**src/rtl/load_store_unit.sv**
```systemverilog
// Load/store unit: drives a word-wide data memory for byte/half/word accesses,
// using read-modify-write for sub-word stores and checking alignment and range.
module load_store_unit #(
  parameter int unsigned MEM_BYTES = 32
) (
  input  logic        clk,
  input  logic        rst,
  input  logic        req_valid,
  output logic        req_ready,
  input  logic        req_write,
  input  logic [1:0]  req_size,
  input  logic        req_signed,
  input  logic [31:0] req_addr,
  input  logic [31:0] req_wdata,
  output logic        resp_valid,
  output logic [31:0] resp_rdata,
  output logic        resp_err,
  output logic [31:0] mem_address,
  output logic [31:0] mem_write_data,
  output logic        mem_read_enable,
  output logic        mem_write_enable,
  input  logic [31:0] mem_read_data,
  output logic [1:0]  dbg_state_o
);

  // Handshake: a request transfers on a clock edge where req_valid & req_ready are both
  // high; req_ready is high only in IDLE, and resp_valid is a single-cycle pulse with no
  // backpressure.

  typedef enum logic [1:0] {
    S_IDLE = 2'd0,
    S_RD   = 2'd1,
    S_WR   = 2'd2,
    S_RESP = 2'd3
  } state_e;

  state_e      state_q, state_d;
  logic        write_q;
  logic [1:0]  size_q;
  logic        signed_q;
  logic [31:0] addr_q;
  logic [31:0] wdata_q;
  logic        err_q;
  logic [31:0] word_q;

  logic        accept;
  logic [2:0]  req_nbytes;
  logic [32:0] req_end;
  logic        req_err;
  logic [1:0]  lane;
  logic [7:0]  byte_v;
  logic [15:0] half_v;
  logic [31:0] load_ext;
  logic [31:0] merge_data;

  assign accept = req_valid & req_ready;

  always_comb begin
    req_nbytes = 3'd4;
    case (req_size)
      2'b00:   req_nbytes = 3'd1;
      2'b01:   req_nbytes = 3'd2;
      default: req_nbytes = 3'd4;
    endcase
  end

  // 33-bit sum so addresses near the top of the space cannot wrap into range
  assign req_end = {1'b0, req_addr} + {30'd0, req_nbytes};
  assign req_err = (req_size == 2'b11)
                 | ((req_size == 2'b01) & req_addr[0])
                 | ((req_size == 2'b10) & (|req_addr[1:0]))
                 | (req_end > 33'(MEM_BYTES));

  always_ff @(posedge clk) begin
    if (rst) begin
      state_q  <= S_IDLE;
      write_q  <= 1'b0;
      size_q   <= 2'b00;
      signed_q <= 1'b0;
      addr_q   <= 32'd0;
      wdata_q  <= 32'd0;
      err_q    <= 1'b0;
      word_q   <= 32'd0;
    end else begin
      state_q <= state_d;
      if (accept) begin
        write_q  <= req_write;
        size_q   <= req_size;
        signed_q <= req_signed;
        addr_q   <= req_addr;
        wdata_q  <= req_wdata;
        err_q    <= req_err;
      end
      if (state_q == S_RD) begin
        word_q <= mem_read_data;
      end
    end
  end

  always_comb begin
    state_d = state_q;
    case (state_q)
      S_IDLE: begin
        if (accept) begin
          if (req_err) begin
            state_d = S_RESP;
          end else if (!req_write || (req_size != 2'b10)) begin
            state_d = S_RD;
          end else begin
            state_d = S_WR;
          end
        end
      end
      S_RD:    state_d = write_q ? S_WR : S_RESP;
      S_WR:    state_d = S_RESP;
      S_RESP:  state_d = S_IDLE;
      default: state_d = S_IDLE;
    endcase
  end

  assign lane   = addr_q[1:0];
  assign byte_v = word_q[{lane, 3'b000} +: 8];
  assign half_v = word_q[{addr_q[1], 4'b0000} +: 16];

  always_comb begin
    load_ext = word_q;
    case (size_q)
      2'b00:   load_ext = {{24{signed_q & byte_v[7]}}, byte_v};
      2'b01:   load_ext = {{16{signed_q & half_v[15]}}, half_v};
      default: load_ext = word_q;
    endcase
  end

  always_comb begin
    merge_data = word_q;
    case (size_q)
      2'b00:   merge_data[{lane, 3'b000} +: 8] = wdata_q[7:0];
      2'b01:   merge_data[{addr_q[1], 4'b0000} +: 16] = wdata_q[15:0];
      default: merge_data = wdata_q;
    endcase
  end

  // rst gates the write strobe and response so a reset mid-transaction leaves no trace
  always_comb begin
    req_ready        = (state_q == S_IDLE) & ~rst;
    resp_valid       = 1'b0;
    resp_rdata       = 32'd0;
    resp_err         = 1'b0;
    mem_address      = 32'd0;
    mem_write_data   = 32'd0;
    mem_read_enable  = 1'b0;
    mem_write_enable = 1'b0;
    case (state_q)
      S_RD: begin
        mem_read_enable = 1'b1;
        mem_address     = {addr_q[31:2], 2'b00};
      end
      S_WR: begin
        mem_write_enable = ~rst;
        mem_address      = {addr_q[31:2], 2'b00};
        mem_write_data   = merge_data;
      end
      S_RESP: begin
        resp_valid = ~rst;
        resp_err   = err_q & ~rst;
        resp_rdata = (err_q | write_q | rst) ? 32'd0 : load_ext;
      end
      default: ;
    endcase
  end

  assign dbg_state_o = state_q;

endmodule
```
**config.mk**
```make
export PLATFORM = sky130hd
export DESIGN_NAME = load_store_unit
export DESIGN_NICKNAME = d
export VERILOG_FILES = /design/src/rtl/load_store_unit.sv
export SDC_FILE = /design/constraint.sdc
export NUM_CORES = 1
export LEC_CHECK = 0
export ABC_AREA = 1
export BUFFER_PORTS_ARGS = -buffer_cell sky130_fd_sc_hd__buf_4
export CAP_MARGIN = 0
export CORE_ASPECT_RATIO = 1.75
export CORE_MARGIN = 3
export CORE_UTILIZATION = 40
export DETAILED_ROUTE_END_ITERATION = 8
export PLACE_DENSITY_LB_ADDON = 0.1
export SLEW_MARGIN = 40
export SYNTH_ARGS = -nofsm -noshare
export SYNTH_HDL_FRONTEND = slang
export SYNTH_SLANG_ARGS = --single-unit
```
**constraint.sdc**
```tcl
create_clock -name clk -period 1.9 [get_ports clk]
set_input_delay 0.095 -clock clk [delete_from_list [all_inputs] [get_ports clk]]
set_output_delay 0.095 -clock clk [all_outputs]
set_load 0.03 [all_outputs]
```
# After elaboration in Yosys (flattened, before gate mapping)
# Cells that the tools add are included.
[word_totals]
register_bits = 103
out_inout_bits = 103
in_bits = 103
word_cells = 65
[op_classes]
n_shift = 6
muxes = 18
eq_ne = 9
n_bitwise = 13
reduce_logical = 7
n_lt_le_gt_ge = 1
addsub = 3
[op_table]
columns = ["op", "count"]
rows = [
  ["$mux W32", 4],
  ["$pmux W32 S2", 2],
  ["$bwmux W32", 2],
  ["$add A32 B3 Y33", 1],
  ["$gt A33 B6 Y1 const B", 1],
  ["$shift A16 B7 Y32 const A", 1],
  ["$shift A8 B7 Y32 const A", 1],
  ["$shiftx A16 B7 Y32", 1],
  ["$shiftx A32 B6 Y16", 1],
  ["$shiftx A32 B6 Y8", 1],
  ["$shiftx A8 B7 Y32", 1],
  ["$neg A5 Y7", 2],
  ["$eq A2 B2 Y1 const B", 4],
  ["$pmux W2 S4", 1],
  ["$and A1 B1 Y1", 7],
  ["$eq A2 B1 Y1 const B", 3],
  ["$logic_not A2 Y1", 3],
  ["$mux W2", 3],
  ["$pmux W3 S2", 1],
  ["$mux W1", 5],
  ["$or A1 B1 Y1", 5],
  ["$ne A2 B2 Y1 const B", 2],
  ["$reduce_or A2 Y1", 2],
  ["$logic_not A1 Y1", 1],
  ["other kinds (2)", 2],
]

# Longest topological paths before layout
[logic_depth]
depth_word = 8
depth_mapped = 19
depth_no_buf = 19

# Worst setup path after synthesis
# No wires, ideal clock.
[synth_path]
path_kind = "flip-flop to output port"
from = "reg addr_q[1]"
to = "out mem_write_data[0]"
arrival_time_ns = 2.256
stages_incl_launch_ff = 9
required_ns = 1.805
slack_ns = -0.451
path_buffers = 1
cell_sequence = "dfxtp_1 buf_4 inv_1 ha_1 inv_1 nand3_1 nor2_1 o21ai_0 a221oi_1"
[synth_via]
elab_chain_len = 5
word_cells_on_any_way = 10
cone_classes = "add/sub (2); shift (4); mux (4)"
[synth_rtl]
columns = ["element", "line", "source"]
rows = [
  ["start, declared", "41", "logic [31:0] addr_q;"],
  ["start signal, assigned", "90", "addr_q <= req_addr;"],
  ["$neg A5 Y7, on equally long branches", "138, 137", ""],
  ["$shiftx A16 B7 Y32 (tied with other cells)", "138", "2'b01: merge_data[{addr_q[1], 4'b0000} +: 16] = wdata_q[15:0];"],
  ["$bwmux W32, on equally long branches", "138, 137", ""],
  ["$pmux W32 S2 *", "136", "case (size_q)"],
  ["$mux W32 *", "153", "case (state_q)"],
  ["end, declared", "19", "output logic [31:0] mem_write_data,"],
]
# Every way passes the cells marked *; elsewhere a longest branch is shown, timed or not.

# Worst setup path in the final report
[layout_path]
from = "reg addr_q[0]"
to = "out resp_rdata[18]"
[layout_via]
elab_chain_len = 5
[layout_rtl]
columns = ["element", "line", "source"]
rows = [
  ["$shiftx A32 B6 Y8", "122", "assign byte_v = word_q[{lane, 3'b000} +: 8];"],
  ["$and A1 B1 Y1", "128", "2'b00: load_ext = {{24{signed_q & byte_v[7]}}, byte_v};"],
  ["$pmux W32 S2", "127", "case (size_q)"],
  ["$mux W32", "166", "resp_rdata = (err_q | write_q | rst) ? 32'd0 : load_ext;"],
  ["$mux W32", "153", ""],
  ["end, declared", "16", "output logic [31:0] resp_rdata,"],
]
# Every way passes these cells.

==> reports/summary.md <==
The run finished, with violations left. The final reports fail on negative setup slack. Clock tree synthesis selected as its root buffer the cell clkbuf_16. At the pin with the least slew margin, the transition time is 0.536 ns. For the largest voltage drop on the vdd net, the log shows 0.670 mV. Counting along the longest clock path gives a buffer depth of 2. The maximum clock rate was 0.452 GHz; the fraction of the mapped netlist area in simple logic gates was 28.3%.

In this run the static leakage power is 4.80 nW. The clock drives 103 sinks. After synthesis the netlist holds a flip-flop and latch count of 103. The number of antenna violations at the first check in global routing is 0, and the core box area is 16600 um^2. The synthesized netlist contains 39 unique library cells. After global routing the overflow that remains totals 0. The run gives 11.6 mW as the total design power. In this run the remaining antenna-violating nets after routing total 0.

Summing the areas of all fa, ha and maj instances in the mapped netlist gives 2.68% of the synthesized area. After clock tree synthesis, the clock-pin slew on the worst setup and hold paths is 0.08 ns. The via count normalized by instance count was 5.38. The final-report setup violation count is 57, and the largest clock skew in the final design is 0.00472 ns.

The startpoint of the lowest-slack register-to-register path was dbg_state_o[0]. TritonCTS built the clock tree. Each instance of the synthesized netlist takes up on average 6.22 um^2. The number of placement rows was 62; the data required time at the worst endpoint was 1.80 ns. After detailed routing, the number of remaining DRC violations is 0.

In this run the power density over the cells is 1060 nW/um^2. The average wire per standard cell was 18.3 um; the TritonCTS buffer count was 9. Routability-driven placement finished with a final weighted congestion of 0.946.

In the layout the commonest cells are 224 x nand2_1, 207 x buf_4, 128 x inv_1, 97 x dfxtp_1, 91 x o21ai_0. Nature of the critical path endpoint: an output port. For the clock insertion delay at the later pin of the skew report, the log shows 0.35 ns. The full die area was 18700 um^2; the delay contributed by the slowest stage of the critical path was 0.36 ns. The synthesized netlist devotes 26.4% of its cell area to compound gates. For the arrival time at the worst endpoint, the log shows 2.12 ns.

The min-delay analysis places its worst path in the category in -> reg. Buffers placed on the I/O ports in this run total 203. Total inserted antenna cells: 0. Excluding fillers, the count of instances in the completed layout stands at 1592. For the detailed placer's ending HPWL, the log shows 22.1 mm. In this run the horizontal extent of the chip is 105 um. Critical path start-end classification: reg -> out. The share of cell area taken by muxes after synthesis was 0%; the number of stages on the worst hold path was 3. After routing, the total negative slack on setup checks comes to -11.22 ns.

Counting every instance in the synthesized netlist gives 1097. The tools report the sequential fraction of the synthesis area as 30.2%. The library cell used most frequently in the layout, excluding fill and tap cells, is nand2_1. Compared with the post-synthesis result, the final layout area differs by 60.4%. Worst-path cell with the longest stage delay: dfxtp_4.

The final setup slack of the worst path is -0.311 ns, and the effective utilization at floorplan is 41.1%. The worst pin sits at a relative slew slack of 64.3%. Summed over all layers, the routed wires come to 29.1 mm.

Measured in cells, the most critical reg-to-reg path has a length of 9. The worst path uses 116% of the clock period. The count of nets after finishing is 1480. The post-synthesis share of cell area spent on xor and xnor gates is 0.642%. In the final layout, the share of cells above drive strength 1 is 36.5%.

The synthesized netlist occupies a cell area of 6830 um^2. The gate family responsible for the most delay along the worst path was compound AO/OA/AOI/OAI gates. Final hold violation count: 0. 206 I/O pins were placed. Combined global-route utilization of all metal layers: 29.7%.

The critical path goes through buf_6 -> a21oi_2 -> o21ai_1 -> nand2_1 -> nand2_2 -> nor2_2 -> nor2_2 -> a21oi_2 -> o21ai_4 -> buf_12 -> a21oi_4 -> buf_6. Via count of the first global-routing pass: 8394. Entering global routing, the biggest net connects 65 pins. The maximum fanout count along the critical path came out at 8. Max-cap violations in this run came to 0. The H-tree was split into 3 levels. The path with the worst hold slack has its endpoint at wdata_q[31]. The startpoint identified for the worst hold timing path is req_wdata[31].

For this block, the via count after detailed routing is 8571. The warning count from the yosys run is 0. After synthesis, the largest family of logic cells by area is simple AND/OR/NAND/NOR gates. The endpoint of the most critical register-to-register path was dbg_state_o[0].

The clock period minus worst slack came out at 2.21 ns. The detailed router finished its first iteration with 428 violations. The first detailed-routing pass took 5 iterations.

Setup repair after global routing could not meet its margin everywhere. Measured along the y axis, the die boundary spans 179 um. The wire length of the first global-routing pass was 43.6 mm; the final core utilization was 65.9%. The startpoint type of the worst setup path was a flop. For the reg-to-reg setup timing slack, the log shows 0.18 ns.

Together, buffers and inverters on the worst path number 3. The logs give 0 for the count of pins over their slew limit and 1533 for the count of placed standard cells including taps.
[state kept, by name, indices dropped and copies added (netlist names)]
register and flops:
word_q 32, size_q 2, write_q 1, err_q 1, dbg_state_o 2, signed_q 1
addr_q 32, wdata_q 32
[worst min-delay path, cell delays in order]
cell and delay, ns:
buf_4 0.08, nand2_1 0.08, nand2_1 0.08
[logic make-up (layout without fill, tap and decap cells)]
logic type	Yosys count	count (layout)
AND/OR/NAND/NOR	452	452
AO/OA/AOI/OAI	313	313
buffers and inverters	209	479
flip-flops	103	103
adder cells (fa/ha/maj)	14	14
XOR/XNOR	5	5
other	1	2
[cell type report]
type | count | area, um^2
Timing Repair inverter | 3 | 20.0
Tap cell | 224 | 280
Timing Repair Buffer | 314 | 2860
Fill cell | 1565 | 5650
Clock buffer | 9 | 225
Sequential cell | 103 | 2080
Clock inverter | 7 | 63.8
Multi-Input combinational cell | 786 | 4830
Inverter | 146 | 577
[routing by layer]
metal,GRT usage (%),share of wire [%],vias up
met4,19.0,7.4,0
met2,59.1,55,348
li1,-,-,4205
met3,4.04,4.7,115
met1,27.8,33,3903
met5,0,0,-
[power by group]
part / switching, mW / total, mW / internal (mW)
Clock: 0.948 / 1.87 / 0.922
Sequential: 0.531 / 3.25 / 2.72
Combinational: 4.03 / 6.43 / 2.40
[Yosys cell counts, drive strengths merged]
master | count | area (um^2)
inv | 142 | 533
o21a | 1 | 7.51
nor3 | 3 | 15.0
o211ai | 18 | 135
xor2 | 5 | 43.8
or2 | 4 | 25.0
nand2 | 245 | 940
a221oi | 31 | 272
clkinv | 4 | 15.0
nand3b | 1 | 7.51
o21ai | 127 | 639
fa | 1 | 20.0
buf | 9 | 48.8
a31oi | 17 | 106
a211oi | 3 | 22.5
o221ai | 4 | 35.0
nand3 | 91 | 460
nand4 | 7 | 43.8
o22ai | 10 | 62.6
o21bai | 3 | 22.5
nor2 | 101 | 440
conb | 1 | 3.75
dfxtp | 103 | 2060
ha | 13 | 163
a21oi | 99 | 499
clkbuf | 54 | 203
[metrics by stage]
step	setup WS, ns	instance area [um^2]	hold WS (ns)
5_1_grt	-0.372	10900	0.00372
3_5_place_dp	-0.348	9180	0.298
3_3_place_gp	-0.298	9180	0.293
6_report	-0.311	10900	0.0123
2_1_floorplan	-0.158	7000	0.205
4_1_cts	-0.269	10400	0.00369
[what timing repair did]
action | in CTS | in global routing
gates cloned | 3 | 1
setup buffers | 10 | 6
pin swaps | 51 | 64
hold endpoints to repair | 25 | 0
hold buffers | 25 | 0
endpoints found under the setup margin | 65 | 67
gates resized for setup | 157 | 132
[worst max path at each step]
stage,depth (start not counted),startpoint,endpoint
2_1_floorplan,12,addr_q[1],resp_rdata[22]
3_3_place_gp,20,req_size[1],dbg_state_o[0]
3_5_place_dp,20,req_size[1],dbg_state_o[1]
4_1_cts,12,addr_q[1],resp_rdata[23]
5_1_grt,12,addr_q[0],resp_rdata[18]
6_report,12,addr_q[0],resp_rdata[18]
Power figures use the tool's default switching activity.
